[src/rtl/usr_cmd_sequencer_if.sv]
// Command channel into the shift-register sequencer.
// Handshake: a command transfers on a rising clk edge where cmd_valid and
// cmd_ready are both high; cmd_op/cmd_len/cmd_data are meaningful only while
// cmd_valid is high, and the producer keeps them stable until the transfer.
interface usr_cmd_sequencer_if #(
   parameter int WIDTH = 4,
   parameter int CNT_W = 3
);
   logic             cmd_valid;
   logic             cmd_ready;
   logic [1:0]       cmd_op;
   logic [CNT_W-1:0] cmd_len;
   logic [WIDTH-1:0] cmd_data;

   modport master (output cmd_valid, cmd_op, cmd_len, cmd_data, input cmd_ready);
   modport slave  (input cmd_valid, cmd_op, cmd_len, cmd_data, output cmd_ready);
endinterface

[src/rtl/usr_cmd_sequencer.sv]
// Expands one command word into a cycle-by-cycle stream of sel/shift_r/
// shift_l/d controls for a downstream universal shift register.
module usr_cmd_sequencer #(
   parameter int WIDTH = 4,
   parameter int CNT_W = 3
) (
   input  logic             clk,
   input  logic             rst,
   usr_cmd_sequencer_if.slave cmd,
   output logic [1:0]       sel_o,
   output logic             shift_r_o,
   output logic             shift_l_o,
   output logic [WIDTH-1:0] d_o,
   output logic             busy_o,
   output logic             done_o,
   output logic             dbg_state_o
);

   typedef enum logic {IDLE = 1'b0, RUN = 1'b1} state_t;

   localparam logic [1:0] OP_SHR  = 2'b01;
   localparam logic [1:0] OP_SHL  = 2'b10;
   localparam logic [1:0] OP_LOAD = 2'b11;

   state_t           state_q, state_d;
   logic [CNT_W-1:0] cnt_q, cnt_d;
   logic [CNT_W-1:0] len_q, len_d;
   logic [1:0]       op_q, op_d;
   logic [WIDTH-1:0] data_q, data_d;
   logic [1:0]       sel_q, sel_d;
   logic             shr_q, shr_d;
   logic             shl_q, shl_d;
   logic [WIDTH-1:0] dout_q, dout_d;
   logic             done_q, done_d;

   // Step selected for the control registers at the coming edge.
   logic             step_act;
   logic [1:0]       step_op;
   logic [WIDTH-1:0] step_data;
   logic [CNT_W-1:0] step_idx;
   logic [WIDTH-1:0] step_shifted;
   logic [CNT_W-1:0] eff_len;

   // LOAD always lasts one cycle; a zero length behaves as one.
   assign eff_len = (cmd.cmd_op == OP_LOAD || cmd.cmd_len == '0) ? CNT_W'(1) : cmd.cmd_len;

   // Serial bit for a step; steps beyond the data width shift in zeros.
   assign step_shifted = step_data >> step_idx;

   // Next-state, counter and next-control computation.
   always_comb begin
      state_d   = state_q;
      cnt_d     = cnt_q;
      len_d     = len_q;
      op_d      = op_q;
      data_d    = data_q;
      done_d    = 1'b0;
      step_act  = 1'b0;
      step_op   = 2'b00;
      step_data = '0;
      step_idx  = '0;
      sel_d     = 2'b00;
      shr_d     = 1'b0;
      shl_d     = 1'b0;
      dout_d    = '0;
      case (state_q)
         IDLE: begin
            if (cmd.cmd_valid) begin
               op_d      = cmd.cmd_op;
               len_d     = eff_len;
               data_d    = cmd.cmd_data;
               cnt_d     = '0;
               state_d   = RUN;
               step_act  = 1'b1;
               step_op   = cmd.cmd_op;
               step_data = cmd.cmd_data;
               step_idx  = '0;
            end
         end
         RUN: begin
            if (cnt_q == len_q - CNT_W'(1)) begin
               state_d = IDLE;
               done_d  = 1'b1;
            end else begin
               cnt_d     = cnt_q + CNT_W'(1);
               step_act  = 1'b1;
               step_op   = op_q;
               step_data = data_q;
               step_idx  = cnt_d;
            end
         end
         default: state_d = IDLE;
      endcase
      if (step_act) begin
         sel_d  = step_op;
         shr_d  = (step_op == OP_SHR) && step_shifted[0];
         shl_d  = (step_op == OP_SHL) && step_shifted[0];
         dout_d = (step_op == OP_LOAD) ? step_data : '0;
      end
   end

   // State, command latches and registered controls.
   always_ff @(posedge clk) begin
      if (rst) begin
         state_q <= IDLE;
         cnt_q   <= '0;
         len_q   <= CNT_W'(1);
         op_q    <= 2'b00;
         data_q  <= '0;
         sel_q   <= 2'b00;
         shr_q   <= 1'b0;
         shl_q   <= 1'b0;
         dout_q  <= '0;
         done_q  <= 1'b0;
      end else begin
         state_q <= state_d;
         cnt_q   <= cnt_d;
         len_q   <= len_d;
         op_q    <= op_d;
         data_q  <= data_d;
         sel_q   <= sel_d;
         shr_q   <= shr_d;
         shl_q   <= shl_d;
         dout_q  <= dout_d;
         done_q  <= done_d;
      end
   end

   assign cmd.cmd_ready = (state_q == IDLE);
   assign busy_o        = (state_q == RUN);
   assign dbg_state_o   = state_q;
   assign sel_o         = sel_q;
   assign shift_r_o     = shr_q;
   assign shift_l_o     = shl_q;
   assign d_o           = dout_q;
   assign done_o        = done_q;

endmodule

[src/flat_wrapper.sv]
// flat-port wrapper written by rule: the top's interface ports become plain ports
module usr_cmd_sequencer_flat 
#(
   parameter int WIDTH = 4,
   parameter int CNT_W = 3
)
  (clk, rst, sel_o, shift_r_o, shift_l_o, d_o, busy_o, done_o, dbg_state_o, cmd_cmd_valid, cmd_cmd_op, cmd_cmd_len, cmd_cmd_data, cmd_cmd_ready);
  usr_cmd_sequencer_if #(.WIDTH(WIDTH), .CNT_W(CNT_W)) cmd_i ();
  input  logic clk;
  input  logic rst;
  output logic [1:0] sel_o;
  output logic shift_r_o;
  output logic shift_l_o;
  output logic [WIDTH-1:0] d_o;
  output logic busy_o;
  output logic done_o;
  output logic dbg_state_o;
  input wire logic [$bits(cmd_i.cmd_valid)-1:0] cmd_cmd_valid;
  input wire logic [$bits(cmd_i.cmd_op)-1:0] cmd_cmd_op;
  input wire logic [$bits(cmd_i.cmd_len)-1:0] cmd_cmd_len;
  input wire logic [$bits(cmd_i.cmd_data)-1:0] cmd_cmd_data;
  output wire logic [$bits(cmd_i.cmd_ready)-1:0] cmd_cmd_ready;
  assign cmd_i.cmd_valid = cmd_cmd_valid;
  assign cmd_i.cmd_op = cmd_cmd_op;
  assign cmd_i.cmd_len = cmd_cmd_len;
  assign cmd_i.cmd_data = cmd_cmd_data;
  assign cmd_cmd_ready = cmd_i.cmd_ready;
  usr_cmd_sequencer #(.WIDTH(WIDTH), .CNT_W(CNT_W)) u_core (.clk(clk), .rst(rst), .cmd(cmd_i), .sel_o(sel_o), .shift_r_o(shift_r_o), .shift_l_o(shift_l_o), .d_o(d_o), .busy_o(busy_o), .done_o(done_o), .dbg_state_o(dbg_state_o));
endmodule
[config.mk]
export PLATFORM = sky130hd
export DESIGN_NAME = usr_cmd_sequencer_flat
export DESIGN_NICKNAME = d
export VERILOG_FILES = /design/src/rtl/usr_cmd_sequencer_if.sv /design/src/rtl/usr_cmd_sequencer.sv /design/src/flat_wrapper.sv
export SDC_FILE = /design/constraint.sdc
export NUM_CORES = 1
export LEC_CHECK = 0
export ABC_AREA = 1
export ABC_CLOCK_PERIOD_IN_PS = 2100
export CAP_MARGIN = 10
export CORE_MARGIN = 3
export CORE_UTILIZATION = 47
export CTS_CLUSTER_SIZE = 20
export DETAILED_ROUTE_END_ITERATION = 10
export PLACE_DENSITY_LB_ADDON = 0.08
export SLEW_MARGIN = 20
export SYNTH_ARGS = -nofsm -noshare
export SYNTH_HDL_FRONTEND = slang
export SYNTH_SLANG_ARGS = --single-unit
[constraint.sdc]
create_clock -name clk -period 2.1 [get_ports clk]
set_clock_uncertainty 0.2 [all_clocks]
set_input_delay 0.315 -clock clk [delete_from_list [all_inputs] [get_ports clk]]
set_output_delay 0.315 -clock clk [all_outputs]
set_load 0.02 [all_outputs]
Word level (Yosys, flattened, before mapping)
Index checks and enable logic that the tools add are counted.
{"block": "totals", "output_inout_bits": 12, "ram_bits": 0, "mem_count": 0, "romBits": 0, "word_cells": 48, "reg_bits": 22, "latchBits": 0, "in_bits": 12}
{"block": "classes", "n_mux": 16, "multipliers": 0, "n_div": 0, "eq_ne": 7, "n_lt_le_gt_ge": 0, "bitwise": 3, "addsub": 2, "shift": 1, "n_reduce_logical": 9}
{"operator": "two-way mux 3 bit", "count": 4}
{"operator": "case mux 3 bit (2 select lines)", "count": 2}
{"operator": "two-way mux 4 bit", "count": 2}
{"operator": "case mux 4 bit (2 select lines)", "count": 1}
{"operator": "equality test 2 bit, second input constant", "count": 3}
{"operator": "two-way mux 2 bit", "count": 2}
{"operator": "!= test 2 bit, second input constant", "count": 2}
{"operator": "case mux 2 bit (2 select lines)", "count": 1}
{"operator": "AND reduction 2 bit", "count": 2}
{"operator": "OR reduction 2 bit", "count": 2}
{"operator": "right shift 4 x 3 -> 1 bit", "count": 1}
{"operator": "adder 3 x 1 -> 3 bit, second input constant", "count": 1}
{"operator": "equality test 3 bit", "count": 1}
{"operator": "zero test 3 bit", "count": 1}
{"operator": "two-way mux 1 bit", "count": 3}
{"operator": "inverter 1 bit", "count": 3}
{"operator": "OR reduction 3 bit", "count": 1}
{"operator": "subtractor 3 x 1 -> 3 bit, second input constant", "count": 1}
{"operator": "equality test 2 x 1 -> 1 bit, second input constant", "count": 1}
{"operator": "logical AND 1 bit", "count": 2}
{"operator": "case mux 1 bit (2 select lines)", "count": 1}
{"operator": "logical OR 1 bit", "count": 1}

Longest topological paths before layout
Gate-level depths: netlist of the first run.
{"block": "logic_depth", "depth_word": 7, "mapped_depth": 17, "depth_no_buf": 16}

Least setup slack after synthesis of the first run
Ideal clock, no wire load.
{"block": "synth_path", "path_type": "flip-flop to flip-flop", "from": "register u_core.len_q[0]", "to": "register u_core.shl_q, in the netlist u_core.shift_l_o", "arrival_ps": 1446, "setup_time_ps": 111, "t_required_ps": 1789, "synth_period_minus_slack_ps": 1757, "n_path_buf": 1, "path_slack_ps": 343, "stages_incl_launch_ff": 15, "path_cell_list": "dfxtp_1 inv_1 ha_1 xnor2_1 nor2_2 nand2_2 buf_6 nand2_1 nand2_1 nand2_1 nand2_1 nand2_1 nand2_1 nand2_1 nor2_1"}
{"block": "synth_via", "elab_chain_len": 6, "elab_cells_between_ends": 15, "classes_between": "1 x add/sub; 2 x eq/ne; 1 x shift; 8 x mux; 1 x bitwise; 2 x reduce/logical"}
{"element": "start, declared", "line": "usr_cmd_sequencer.sv:27", "rtl": "logic [CNT_W-1:0] len_q, len_d;"}
{"element": "start signal, assigned", "line": "usr_cmd_sequencer.sv:118", "rtl": "len_q <= len_d;"}
{"element": "subtractor 3 x 1 -> 3 bit (*)", "line": "usr_cmd_sequencer.sv:81", "rtl": "if (cnt_q == len_q - CNT_W'(1)) begin"}
{"element": "equality test 3 bit (*)", "line": "usr_cmd_sequencer.sv:81"}
{"element": "two-way mux 4 bit, or another cell as far along", "line": "usr_cmd_sequencer.sv:81"}
{"element": "case mux 4 bit (2 select lines), or another cell as far along", "line": "usr_cmd_sequencer.sv:66", "rtl": "case (state_q)"}
{"element": "right shift 4 x 3 -> 1 bit, or another cell as far along", "line": "usr_cmd_sequencer.sv:48", "rtl": "assign step_shifted = step_data >> step_idx;"}
{"element": "logical AND 1 bit or OR reduction 2 bit (tied branches)"}
{"element": "end signal, assigned", "line": "usr_cmd_sequencer.sv:123", "rtl": "shl_q <= shl_d;"}
{"element": "end, declared", "line": "usr_cmd_sequencer.sv:32", "rtl": "logic shl_q, shl_d;"}
Every way passes the cells marked *; elsewhere a longest branch is shown, timed or not.
A chain may end at the register's enable or synchronous reset.

Final worst setup path of the first run
Same ends and word-level chain as after synthesis.

==> summary.md, run 1 <==
| Metric | Value |
|---|---|
| # IOs | 24 |
| CTS max path bufs | 2 |
| Final Max Tran Viols | 0 |
| Synth Cell Area | 996.0 µm² |
| Slew margin rel. | 0.8541 |
| Total wire length | 2076 µm |
| Crit-path most repeated cell | nand2_1 |
| Clock root cell | clkbuf_4 |
| Die width | around 52 µm |
| Peak supply drop | 0.5240 mV |
| RD Place Congestion | between 0.8 and 0.9 |
| Setup TNS | 0 ns |
| #FFs+latches synth | 22 |
| # DRC | 0 |
| Synth Instances | 134 |
| Power Dens Cells | 696.5 nW/µm² |
| Syn_area_per_cell | 7.433 µm² |
| Grt total ovfl | 0 |
| Clock power frac | 0.254 |
| Port bufs | 23 |
| DRT Pass-1 Iters | 5 |
| Core ar. | 1982 µm² |
| CTS tree | yes |
| Largest net degree at the start of global routing | 13 |
| Critical path peak fanout | 9 |
| Post-synthesis sequential area ratio | 0.4422 |
| CTS buffer count | 3 |
| Layout cells sized above 1 | 0.1250 |
| WS Path Type | register to register |
| Outcome | complete, no violations |
| Placed cell count | 182 |
| Worst EP required | 2.11 ns |
| Utilization after layout | 0.6578 |
| Sink Count | 22 |
| Pleak | 0.5735 nW |
| Sw Ratio | 0.2906 |
| CP Capture Type | register |
| NumNets Final | 175 |
| Minimum clock period | 2.022 ns |
| First-pass GRT wire length | 3381 µm |
| H-tree Lvls | 1 |
| DRT antenna net count | 0 |
| Critical Path Start Type | register |
| Synth area leader | dfxtp_1 |
| Cell variety after synth | 26 |
| Diode count | 0 |
| Final hold violation count | 0 |
| Yosys top cell area share | 0.4422 |
| Non-Filler Instances | 187 |
| Post-detail-place hpwl | 1550 µm |
| Starting DRC count in detailed routing | 23 |
| Largest stage delay, worst path | roughly 0.35 ns |
| Top cells by area, synth | dfxtp_1, nand2_1, a21oi_1, inv_1, nand2_2 |
| Area Overhead vs Synth | 30.90% |
| Post-Syn Nets | roughly 150 |
| DR vias | 878 |
| Tcrit/Tclk final | 0.9627 |
| Routed vias/inst | around 4.7 |
| Met3 usage | 0.03725 |
| FP Rows | 16 |
| Flop pwr share | 0.496 |
| Measured slew at the worst slew-check pin | 0.2182 ns |
| Initial core utilization | 0.5025 |
| Critical Path, Cell by Cell | inv_1, ha_1, xnor2_1, nor2_2, nand2_4, buf_12, nand2_1, nand2_1, nand2_1, nand2_1, nand2_1, nand2_1, nand2_1, nor2_1 |
| Busiest grt layer | met2 |
| Die area | 2708 µm² |
| Crit path arrival time | just over 2 ns |
| Design Power | 0.9081 mW |
| Internal power | 0.6442 mW |
| All-Layer GR Usage | 0.1695 |
| Drt wl/cell | 11.10 µm |
| Maxcap violations | 0 |
| Vias in the first global route | 791 |
| Synth warn | 0 |
| Initial antenna violation count | 0 |
| Hold Crit Class | register to register |
| Worst-skew pair later-pin latency | 0.31 ns |
| Final setup fails | 0 |
| RSZ-0062 raised after global routing | true |
| Hold_buf cts | 0 |
| Worst-path clk slew | 0.12 ns |
| Slowest cell on crit path | dfxtp_1 |
| Net Sw Power | 0.2639 mW |
| Grt met2 use | 0.2531 |
| Max Clk Rate | 0.4946 GHz |
| Combinational power share | 0.250 |
| Met1 Use GR | 0.2297 |
| Die height | 52.04 µm |
metrics by stage:
stage                     setup slack [ns]  cell area, µm²  hold slack, ns
after floorplan                     0.3431           996.0          0.1935
after global placement              0.1452            1242          0.2546
after detailed placement           0.07768            1242          0.2615
after CTS                          0.04560            1279          0.2791
after global routing              -0.04994            1304          0.2939
final                              0.07833            1304          0.2744
sequential cells by signal, summed over array words and instances (netlist names):
signal	flops
u_core.shift_r_o	1
u_core.op_q	2
u_core.done_o	1
u_core.len_q	3
u_core.shift_l_o	1
u_core.busy_o	1
u_core.data_q	4
u_core.d_o	4
u_core.sel_o	2
u_core.cnt_q	3
critical path: cells and delay by family (launching register included):
kind | cells | cell delay [ns]
and+or+nand+nor | 10 | 0.71
DFF | 1 | 0.35
adders and majority gates | 1 | 0.30
buffers and inverters | 2 | 0.21
xor gates and xnor gates | 1 | 0.15
repair_timing:
item | CTS | global route
setup buffers | 0 | 1
setup endpoints to repair | 0 | 6
resized for setup | 0 | 1
synth_stat cells:
cell type / n
o21ai_2: 1
nand3_1: 5
a211oi_1: 2
a21oi_2: 1
xnor2_1: 1
inv_1: 17
nor2_1: 5
nand2_1: 41
o21ai_0: 2
dfxtp_1: 22
o211ai_1: 1
ha_1: 2
nor2_2: 1
a21oi_1: 14
nor2_4: 1
buf_4: 1
nand4_1: 2
nand2_2: 5
nand3_2: 1
buf_6: 1
o21a_1: 1
clkbuf_8: 1
xor2_1: 1
inv_2: 2
clkbuf_1: 2
nor3_1: 1
cell families after synthesis:
group	synth area share
xor+xnor	0.01759
compound gates	0.1281
simple gates	0.2751
fa+ha+maj	0.02512
buf+inv	0.1118
flops	0.4422
power groups by stage:
stage	clock, mW	sequential, mW	combinational, mW
2_1_floorplan	0	0.465	0.137
3_3_place_gp	0	0.459	0.193
3_5_place_dp	0	0.460	0.197
4_1_cts	0.238	0.450	0.198
5_1_grt	0.248	0.453	0.251
6_report	0.231	0.450	0.227
cell usage in the layout, fill, tap and decap left out:
cell,n
nor2_1,5
nand2_1,41
nand4_1,2
nand3_1,5
a211oi_1,2
nor2_4,1
clkbuf_8,1
a21oi_1,14
clkdlybuf4s50_1,23
o21ai_2,1
o21a_1,1
nor3_1,1
buf_4,3
nor2_2,1
inv_1,17
nand2_4,1
ha_1,2
xor2_1,1
dfxtp_1,22
buf_12,1
o21ai_0,2
clkbuf_4,3
xnor2_1,1
nand2_2,4
a21oi_2,1
inv_2,2
o211ai_1,1
nand3_2,1
metal layers:
| layer | wire length [µm] | vias to the layer above |
|---|---|---|
| met4 | 27 | 0 |
| met1 | 957 | 380 |
| met3 | 121 | 4 |
| met5 | 0 | - |
| met2 | 970 | 19 |
| li1 | - | 475 |
final cells by class:
| type | instances | area (µm²) |
|---|---|---|
| clock buffer | 4 | 36.28 |
| fill | 167 | 678.2 |
| inverter | 19 | 71.32 |
| multi-input combinational | 88 | 449.2 |
| sequential | 22 | 440.4 |
| tap | 27 | 33.78 |
| timing repair buffer | 27 | 272.8 |
path summary, 6_finish.rpt:
path | depth (start not counted) | endpoint | startpoint | slack, ns
setup reg to reg | 14 | u_core.shift_l_o$_SDFF_PP0_ | u_core.len_q[0]$_SDFFE_PP1P_ | 0.08
hold / removal | 2 | u_core.op_q[0]$_SDFFE_PP0P_ | u_core.op_q[0]$_SDFFE_PP0P_ | 0.27
setup / recovery | 14 | u_core.shift_l_o$_SDFF_PP0_ | u_core.len_q[0]$_SDFFE_PP1P_ | 0.08
hold reg to reg | 2 | u_core.op_q[0]$_SDFFE_PP0P_ | u_core.op_q[0]$_SDFFE_PP0P_ | 0.27
No activity file was read; power rests on OpenSTA's default activity.
==> run 2: changes to the inputs <==
--- a/config.mk
+++ b/config.mk
@@ -6,10 +6,10 @@
 export NUM_CORES = 1
 export LEC_CHECK = 0
 export ABC_AREA = 1
-export ABC_CLOCK_PERIOD_IN_PS = 2100
+export ABC_CLOCK_PERIOD_IN_PS = 1800
 export CAP_MARGIN = 10
 export CORE_MARGIN = 3
-export CORE_UTILIZATION = 47
+export CORE_UTILIZATION = 43
 export CTS_CLUSTER_SIZE = 20
 export DETAILED_ROUTE_END_ITERATION = 10
 export PLACE_DENSITY_LB_ADDON = 0.08
==> constraint.sdc (replaced) <==
create_clock -name clk -period 1.8 [get_ports clk]
set_clock_uncertainty 0.2 [all_clocks]
set_input_delay 0.27 -clock clk [delete_from_list [all_inputs] [get_ports clk]]
set_output_delay 0.27 -clock clk [all_outputs]
set_load 0.02 [all_outputs]
==> summary.md, run 2 (synthesized netlist as in run 1, its figures left out) <==
| Metric | Value |
|---|---|
| RD Place Congestion | 0.8602 |
| NumNets Final | 194 |
| Final setup margin | -0.03120 ns |
| Die width | approximately 54 µm |
| Slowest cell on crit path | dfxtp_2 |
| Layout cells sized above 1 | 0.3352 |
| Cell family with most CP delay | simple AND/OR/NAND/NOR gates |
| Initial core utilization | 0.4784 |
| Measured slew at the worst slew-check pin | 0.2204 ns |
| Failing checks | negative setup slack |
| RSZ-0062 raised after global routing | true |
| Vias in the first global route | 900 |
| CTS buffer count | 3 |
| CTS max path bufs | 2 |
| Clock power frac | 0.241 |
| WHS | about 0.28 ns |
| Pre-CTS setup slack | -0.09226 ns |
| Hold Crit Class | register to register |
| Start point of the critical path | u_core.len_q[0]$_SDFFE_PP1P_ |
| Outcome | finished with violations |
| # DRC | 0 |
| Crit path arrival time | about 1.9 ns |
| Starting DRC count in detailed routing | 16 |
| DRT Pass-1 Iters | 4 |
| Crit-path most repeated cell | nand2_4 |
| R2r setup slk | -0.03 ns |
| Final setup fails | 6 |
| Hold Path End | u_core.op_q[1]$_SDFFE_PP0P_ |
| Slew margin rel. | 0.8526 |
| Total wire length | 2571 µm |
| First-pass GRT wire length | 3870 µm |
| Die area | 2930 µm² |
| Max Clk Rate | 0.5461 GHz |
| Commonest non-fill, non-tap cell in the layout | nand2_1 |
| Commonest non-fill, non-tap cells in the layout | nand2_1, clkdlybuf4s50_1, buf_4, dfxtp_1, inv_1 |
| Clock root cell | clkbuf_4 |
| All-Layer GR Usage | 0.1890 |
| Cell area after layout | 1546 µm² |
| Worst-skew pair later-pin latency | between 0.3 and 0.4 ns |
| FF-to-FF End | u_core.d_o[1]$_SDFF_PP0_ |
| R2R depth | 10 |
| DRT antenna net count | 0 |
| Largest net degree at the start of global routing | 13 |
| Number of fill cells | 173 |
| Critical path peak fanout | 4 |
| H-tree Lvls | 1 |
| Post-detail-place hpwl | 1783 µm |
| Worst-path clk slew | 0.13 ns |
| Setup TNS | -0.1321 ns |
| Design Power | 1.185 mW |
| Sw Ratio | 0.3149 |
| Combinational power share | 0.311 |
| # IOs | 24 |
| WP buf/inv | 1 |
| Die height | 54.13 µm |
| Tcrit/Tclk final | 1.017 |
| Worst EP required | 1.86 ns |
| Pleak | 0.7056 nW |
| Maxcap violations | 0 |
| FP Rows | 16 |
| Peak supply drop | around 0.44 mV |
| Critical Path, Cell by Cell | inv_2, ha_4, xnor2_2, nor2_2, nand2_4, nand2_4, o21a_1, nor2_4, nand2_4, a21oi_2 |
| Hold Path Cell Cnt | 2 |
| FF-to-FF Start | u_core.len_q[0]$_SDFFE_PP1P_ |
| Net Sw Power | roughly 0.37 mW |
| Minimum clock period | 1.831 ns |
| WS Path Type | register to register |
| Largest stage delay, worst path | 0.36 ns |
| Grt total ovfl | 0 |
| DR vias | 984 |
| Internal power | 0.8116 mW |
| CP Capture Type | register |
| Routed vias/inst | 4.777 |
| Sink Count | 22 |
| Drt wl/cell | 12.48 µm |
| Area Overhead vs Synth | 55.28% |
| Critical Path Start Type | register |
| Initial antenna violation count | 0 |
| Power Dens Cells | 766.1 nW/µm² |
| Final hold violation count | 0 |
| Core ar. | 2082 µm² |
| Flop pwr share | 0.448 |
| CTS tree | yes |
| Final Max Tran Viols | 0 |
| Port bufs | 23 |
| Area post-placement | 1355 µm² |
| HP Start | u_core.op_q[1]$_SDFFE_PP0P_ |
| Diode count | 0 |
[run 2: cell types whose count changed in the layout (fill, tap and decap cells not counted), moves of 3 or more]
| cell | previous run | this run |
|---|---|---|
| a21oi_1 | 14 | 10 |
| a21oi_2 | 1 | 5 |
| buf_4 | 3 | 20 |
| buf_6 | 0 | 3 |
| clkdlybuf4s50_1 | 23 | 20 |
| dlygate4sd2_1 | 0 | 3 |
| inv_1 | 17 | 13 |
| inv_2 | 2 | 5 |
| nand2_1 | 41 | 33 |
| nand2_2 | 4 | 7 |
| nand2_4 | 1 | 6 |
[run 2: what timing repair did]
| action | in CTS | in global routing |
|---|---|---|
| hold buffers | 0 | 0 |
| endpoints found under the setup margin | 12 | 10 |
| buffers inserted | 2 | 3 |
| pin swaps | 10 | 11 |
| endpoints found under the hold margin | 0 | 0 |
| gates resized for setup | 18 | 18 |
[run 2: layout make-up]
type | instances | area [µm²] | share of cell area
sequential | 22 | 442.9 | 0.2864
inverter | 19 | 73.82 | 0.04773
multi-input combinational | 88 | 549.3 | 0.3552
tap | 27 | 33.78 | 0.02184
timing repair buffer | 46 | 410.4 | 0.2654
clock buffer | 4 | 36.28 | 0.02346
[run 2: power by group through the flow]
stage	Clock [mW]	Combinational [mW]	Sequential, mW
2_1_floorplan	0	0.160	0.543
3_3_place_gp	0	0.282	0.537
3_5_place_dp	0	0.286	0.538
4_1_cts	0.285	0.309	0.529
5_1_grt	0.307	0.398	0.534
6_report	0.286	0.368	0.530
[run 2: metal layers]
metal  up-vias  part of all wire  track usage
li1        508                 -            -
met1       451              0.44       0.2357
met2        21              0.51       0.3247
met3         4             0.038      0.03324
met4         0             0.015      0.06224
met5         -                 0            0
[run 2: worst max path at each step]
stage / end / slack [ns] / depth (start not counted)
after floorplan: u_core.shift_l_o$_SDFF_PP0_ / 0.04 / 14
after global placement: u_core.d_o[2]$_SDFF_PP0_ / -0.07 / 8
after detailed placement: u_core.d_o[3]$_SDFF_PP0_ / -0.09 / 11
after CTS: u_core.d_o[1]$_SDFF_PP0_ / -0.04 / 13
after global routing: u_core.shift_l_o$_SDFF_PP0_ / -0.11 / 14
final: u_core.d_o[1]$_SDFF_PP0_ / -0.03 / 10
[run 2: worst min-delay path: cells and delay by family, from the launching register on]
family          cells  cell delay (ns)
simple gates        1             0.06
flops               1             0.33
compound gates      1             0.05
[run 2: per-stage QoR]
stage,util,std cells
2_1_floorplan,-,134
3_3_place_gp,0.6508,197
3_5_place_dp,0.6508,197
4_1_cts,0.6983,203
5_1_grt,0.7428,206
6_report,0.7428,206
